<file path="src/rtl/pc_seq_pkg.sv">
// Shared types and default sizing for the program-counter sequencer.
package pc_seq_pkg;

  typedef enum logic [1:0] {
    IDLE = 2'd0,
    RUN  = 2'd1,
    HALT = 2'd2
  } state_t;

  localparam int unsigned PC_W    = 10;
  localparam int unsigned STACK_D = 4;

endpackage

</file>
<file path="src/rtl/ret_stack.sv">
// Return-address LIFO: DEPTH entries of D bits, push/pop guarded by full/empty.
module ret_stack
  import pc_seq_pkg::*;
#(
  parameter int unsigned D     = PC_W,
  parameter int unsigned DEPTH = STACK_D
) (
  input  logic         clk,
  input  logic         reset,
  input  logic         clear,
  input  logic         push,
  input  logic         pop,
  input  logic [D-1:0] din,
  output logic [D-1:0] top,
  output logic         full,
  output logic         empty
);

  localparam int unsigned SPW = $clog2(DEPTH + 1);
  localparam int unsigned AW  = (DEPTH > 1) ? $clog2(DEPTH) : 1;

  logic [D-1:0]   mem [DEPTH];
  logic [SPW-1:0] sp;
  logic [SPW-1:0] sp_dec;
  logic [AW-1:0]  wr_idx;
  logic [AW-1:0]  rd_idx;

  assign sp_dec = sp - SPW'(1);
  assign wr_idx = sp[AW-1:0];
  assign rd_idx = sp_dec[AW-1:0];
  assign full   = (sp == SPW'(DEPTH));
  assign empty  = (sp == '0);
  assign top    = mem[rd_idx];

  always_ff @(posedge clk or posedge reset) begin
    if (reset) begin
      sp <= '0;
    end else if (clear) begin
      sp <= '0;
    end else if (push && !full) begin
      sp <= sp + SPW'(1);
    end else if (pop && !empty) begin
      sp <= sp_dec;
    end
  end

  // Storage needs no reset: entries above sp are never observed.
  always_ff @(posedge clk) begin
    if (push && !full && !clear) begin
      mem[wr_idx] <= din;
    end
  end

endmodule

</file>
<file path="src/rtl/pc_sequencer.sv">
// Program-counter sequencer: IDLE/RUN/HALT control with branch, call and return.
module pc_sequencer
  import pc_seq_pkg::*;
#(
  parameter int unsigned D           = PC_W,
  parameter int unsigned STACK_DEPTH = STACK_D
) (
  input  logic         clk,
  input  logic         reset,
  input  logic         start,
  input  logic         stall,
  input  logic         halt_req,
  input  logic         branch_en,
  input  logic         branch_taken,
  input  logic         rel_mode,
  input  logic         call_en,
  input  logic         ret_en,
  input  logic [3:0]   target_idx,
  output logic [3:0]   lut_addr,
  input  logic [D-1:0] lut_target,
  output logic [D-1:0] pc,
  output logic         running,
  output logic         done,
  output logic         err
);

  state_t       state, state_n;
  logic [D-1:0] pc_n;
  logic         err_n;
  logic         stk_push, stk_pop, stk_clr;
  logic [D-1:0] stk_top;
  logic         stk_full, stk_empty;
  logic [D-1:0] pc_inc;

  assign lut_addr = target_idx;
  assign running  = (state == RUN);
  assign done     = (state == HALT);
  assign pc_inc   = pc + D'(1);

  ret_stack #(
    .D     (D),
    .DEPTH (STACK_DEPTH)
  ) u_stack (
    .clk   (clk),
    .reset (reset),
    .clear (stk_clr),
    .push  (stk_push),
    .pop   (stk_pop),
    .din   (pc_inc),
    .top   (stk_top),
    .full  (stk_full),
    .empty (stk_empty)
  );

  always_ff @(posedge clk or posedge reset) begin
    if (reset) begin
      state <= IDLE;
      pc    <= '0;
      err   <= 1'b0;
    end else begin
      state <= state_n;
      pc    <= pc_n;
      err   <= err_n;
    end
  end

  always_comb begin
    state_n  = state;
    pc_n     = pc;
    err_n    = err;
    stk_push = 1'b0;
    stk_pop  = 1'b0;
    stk_clr  = 1'b0;
    unique case (state)
      RUN: begin
        if (halt_req) begin
          state_n = HALT;
        end else if (stall) begin
          pc_n = pc;
        end else if (ret_en) begin
          if (stk_empty) begin
            err_n   = 1'b1;
            state_n = HALT;
          end else begin
            stk_pop = 1'b1;
            pc_n    = stk_top;
          end
        end else if (call_en) begin
          if (stk_full) begin
            err_n   = 1'b1;
            state_n = HALT;
          end else begin
            stk_push = 1'b1;
            pc_n     = lut_target;
          end
        end else if (branch_en && branch_taken) begin
          // Modular D-bit add gives two's-complement relative jumps for free.
          pc_n = rel_mode ? (pc + lut_target) : lut_target;
        end else begin
          pc_n = pc_inc;
        end
      end
      IDLE, HALT: begin
        if (start) begin
          state_n = RUN;
          pc_n    = '0;
          err_n   = 1'b0;
          stk_clr = 1'b1;
        end
      end
      default: begin
        state_n = IDLE;
        pc_n    = '0;
      end
    endcase
  end

endmodule

</file>
<file path="config.mk">
export PLATFORM = sky130hd
export DESIGN_NAME = pc_sequencer
export DESIGN_NICKNAME = d
export VERILOG_FILES = /design/src/rtl/pc_seq_pkg.sv /design/src/rtl/ret_stack.sv /design/src/rtl/pc_sequencer.sv
export SDC_FILE = /design/constraint.sdc
export NUM_CORES = 1
export LEC_CHECK = 0
export ABC_CLOCK_PERIOD_IN_PS = 6590
export CORE_ASPECT_RATIO = 0.5
export CORE_MARGIN = 3
export CORE_UTILIZATION = 50
export CTS_BUF_LIST = sky130_fd_sc_hd__clkbuf_4 sky130_fd_sc_hd__clkbuf_8
export CTS_CLUSTER_DIAMETER = 30
export DETAILED_ROUTE_END_ITERATION = 10
export PLACE_DENSITY = 0.83
export SYNTH_ARGS = -nofsm -noshare
export SYNTH_HDL_FRONTEND = slang
export SYNTH_SLANG_ARGS = --single-unit
export TNS_END_PERCENT = 50
</file>
<file path="constraint.sdc">
create_clock -name clk -period 6.59 [get_ports clk]
set_input_delay 0.9885 -clock clk [delete_from_list [all_inputs] [get_ports clk]]
set_output_delay 0.9885 -clock clk [all_outputs]
set_load 0.01 [all_outputs]
</file>
==> metrics.md <==
| Metric | Value |
|---|---|
| Status | finished, final reports clean |
| First-pass GRT wire length | 11,800 µm |
| Cell mode on critical path | a21oi_1 |
| Avg Cell Area, Syn | 11.2 µm² |
| Max VDD drop | 99.7 µV |
| Seq/Total Area, Yosys | 49.4% |
| Gate Count Post-Synth | 288 |
| Critical path peak fanout | 20 |
| Met3 GRT Util | 3.80% |
| Max stage delay on crit path | 1.05 ns |
| Average wire per standard cell | 18.6 µm |
| Hold buffers post-CTS | 0 |
| Met2 usage in global routing | 31.5% |
| Final hold violations | 0 |
| FF+latch count, synth | 56 |
| Max-cap violation count | 0 |
| Total vias in the final route | approximately 2,400 |
| Rel. slew slack | 41.3% |
| Fmax | 306 MHz |
| Net Switching | 0.361 mW |
| Post-Syn Area | 3240 µm² |
| Pin count of the biggest net entering global routing | 21 |
| Storage cell area | 1600 µm² |
| Pre-antenna DRT Iters | 5 |
| Worst hold-check path type | flip-flop to flip-flop |
| Max Clock Skew | 0.00377 ns |
| Post-synth net total | 328 |
| Clock-pin slew on the worst setup and hold paths | 0.10 ns |
| Number of remaining DRC errors | 0 |
| Area Overhead vs Synth | 13.7% |
| Synth Warn # | 0 |
| Post-CTS resize count | 0 |
| CTS Buf Count | 5 |
| Critical path class | input pin to flip-flop |
| Row Count | 20 |
| Clock Latency Late Sink | 0.31 ns |
| Footprint of the multi-input gates | 1510 µm² |
| RSZ-0062 raised after global routing | no |
| Fraction of registers with async set/reset | 28.6% |
| CTS Sinks | 56 |
| Vias per std cell | 6.00 |
| Max Buffers Root-to-Sink | 2 |
| Startpoint types | input pin |
| CTS tree | built |
| Slowest CP cell | clkdlybuf4s50_1 |
| I/O pin count | 41 |
| Logic pwr share | 36.0% |
| Gr ovfl total | 0 |
| Vias in the first global route | about 2,300 |
| H-tree depth | 2 |
| Initial Util | 52.6% |
| Input/output buffers | 32 |
| N_diodes | 0 |
| Hold slack final | approximately 0.51 ns |
| Critical path required time | 6.79 ns |
| Period utilization | 49.6% |
| Core area | 6160 µm² |
| Initial antenna violation count | 0 |
| Arr. time, crit path | 3.47 ns |
| Fraction of layout cells with a size suffix above 1 | 8.31% |
| Detailed Route WL | 7450 µm |
| Sequential Power Share | 45.6% |
| Clk root buf | clkbuf_8 |
| Post-CTS Setup Inserts | 0 |
| Die Y | 62.9 µm |
| Filler Cells Inserted | 473 |
| CP Buf/Inv Count | 1 |
| Main synth FF type | edfxtp_1 |
| Gr usage total | approximately 20% |
| Worst path cell trace | clkdlybuf4s50_1 > nor2b_4 > mux2_2 > nand2_1 > a21oi_1 > a21oi_1 > o21ai_1 > o22a_1 |
| Final worst path period need | between 3 and 4 ns |
| Layout net count | 352 |
| Remaining antenna violation count | 0 |
| Worst Reg2Reg Path Length in Cells | 5 |
| First DRT Iteration DRCs | 289 |
| Post-synth EDFFs | 40 |
| Clock power frac | 18.4% |
| Power per cell area | 279 nW/µm² |
| Die width | approximately 120 µm |
| Least-Margin Pin Slew | 0.878 ns |
| Die ar. | 7540 µm² |
| Yosys cell types | between 50 and 60 |
| GRT busiest layer | met2 |
| Crit. End Element | flip-flop |
| Hold path depth | 2 |
| Final setup vio count | 0 |
| CP delay by family, top | buffers and inverters |
| Global placement routability congestion | 0.983 |
| Total leakage power | 1.35 nW |
| HPWL after DPL | 5640 µm |
| Met1 global-route usage | 29.0% |
| Critical path depth in cells | 8 |
| Pint | 0.668 mW |
| Setup_tns | 0 ns |
| Sw frac | approximately a third |
| Max-slew violation count | 0 |
| Post-layout util | 59.8% |
path summary, 6_finish.rpt:
path	from	endpoint	slack, ns
max	ret_en	pc[6]	3.32
min	err	err	0.51
max reg2reg	u_stack.sp[0]	u_stack.mem[3][4]	3.72
min reg2reg	err	err	0.51
max in group asynchronous	reset	pc[1]	5.12
min in group asynchronous	reset	state[0]	1.05
layout by cell type, fill, tap and decap left out, drive strengths merged, types with 2 or more instances in the layout:
master	count
and2	5
clkdlybuf4s50	32
nor2b	3
o211ai	2
o21a	3
a21o	2
a22oi	3
mux4	10
inv	10
o21ai	21
mux2i	4
a21oi	20
nor2	29
a211oi	3
clkbuf	6
dfrtp	16
nor3	7
ha	15
or3	2
edfxtp	40
xnor2	5
a22o	6
nand2	23
o22ai	2
mux2	2
nand3	6
clkinv	2
nand2b	5
o31ai	5
xor2	8
synth_stat cells, types with 2 or more instances:
master | count | area [µm²]
and2_1 | 5 | 31.3
a211oi_1 | 3 | 22.5
ha_1 | 15 | 188
nand2b_1 | 4 | 25.0
o31ai_1 | 5 | 37.5
buf_4 | 5 | 37.5
nor2b_1 | 2 | 12.5
nand3_1 | 6 | 30.0
nor3_1 | 7 | 35.0
mux2_2 | 2 | 22.5
a21oi_1 | 20 | 100
xor2_1 | 8 | 70.1
edfxtp_1 | 40 | 1200
nor2_1 | 29 | 109
mux4_2 | 10 | 225
xnor2_1 | 5 | 43.8
buf_2 | 4 | 20.0
dfrtp_1 | 16 | 400
a21o_1 | 2 | 15.0
inv_1 | 10 | 37.5
o21ai_0 | 18 | 90.1
a22o_1 | 6 | 52.6
a22oi_1 | 3 | 22.5
nand2_1 | 22 | 82.6
o21a_1 | 3 | 22.5
o211ai_1 | 2 | 15.0
o22ai_1 | 2 | 12.5
o21ai_1 | 3 | 15.0
clkbuf_1 | 5 | 18.8
or3_1 | 2 | 12.5
mux2i_1 | 4 | 40.0
per-layer routing:
metal / part of all wire, % / wire length, µm
met1: 44 / 3310
met2: 46 / 3420
met3: 8.4 / 626
met4: 1.3 / 99
met5: 0 / 0
cells by family (layout without fill, tap and decap cells):
family / after synthesis / after routing / share of synthesized area, %
fa+ha+maj: 16 / 16 / 6.41
xor+xnor: 13 / 13 / 3.51
flops: 56 / 56 / 49.4
buf+inv: 26 / 51 / 3.90
mux: 16 / 16 / 8.88
simple gates: 87 / 87 / 13.5
compound gates: 74 / 74 / 14.4
sequential cells by signal, summed over array words and instances (netlist names):
signal / cells
err: 1
state: 2
u_stack.sp: 3
pc: 10
u_stack.mem: 40
tightest hold or removal path: stages (launching register included):
cell and delay [ns]:
dfrtp_1 0.37, nand2_1 0.05, o21ai_0 0.07
final cells by class:
type                            count  share of cell area, %
Tap cell                           88                   2.99
Timing Repair Buffer               32                   8.70
Clock inverter                      2                  0.442
Multi-Input combinational cell    206                   41.0
Clock buffer                        6                   2.07
Sequential cell                    56                   43.5
Inverter                           11                   1.26
stage by stage:
step / cells / total power [mW] / area (µm²) / setup WS, ns
after floorplan: 288 / 0.707 / 3240 / 4.02
after global placement: 393 / 0.825 / 3590 / 3.17
after detailed placement: 393 / 0.838 / 3590 / 3.06
after CTS: 401 / 1.02 / 3680 / 3.39
after global routing: 401 / 1.08 / 3680 / 3.17
final: 401 / 1.03 / 3680 / 3.32
power by group through the flow:
stage	Sequential (mW)	Clock, mW	Combinational [mW]
floorplan	0.467	0	0.240
global placement	0.476	0	0.349
detailed placement	0.476	0	0.362
CTS	0.468	0.190	0.364
global route	0.474	0.205	0.403
finish	0.469	0.189	0.370
No activity file was read; power rests on OpenSTA's default activity.
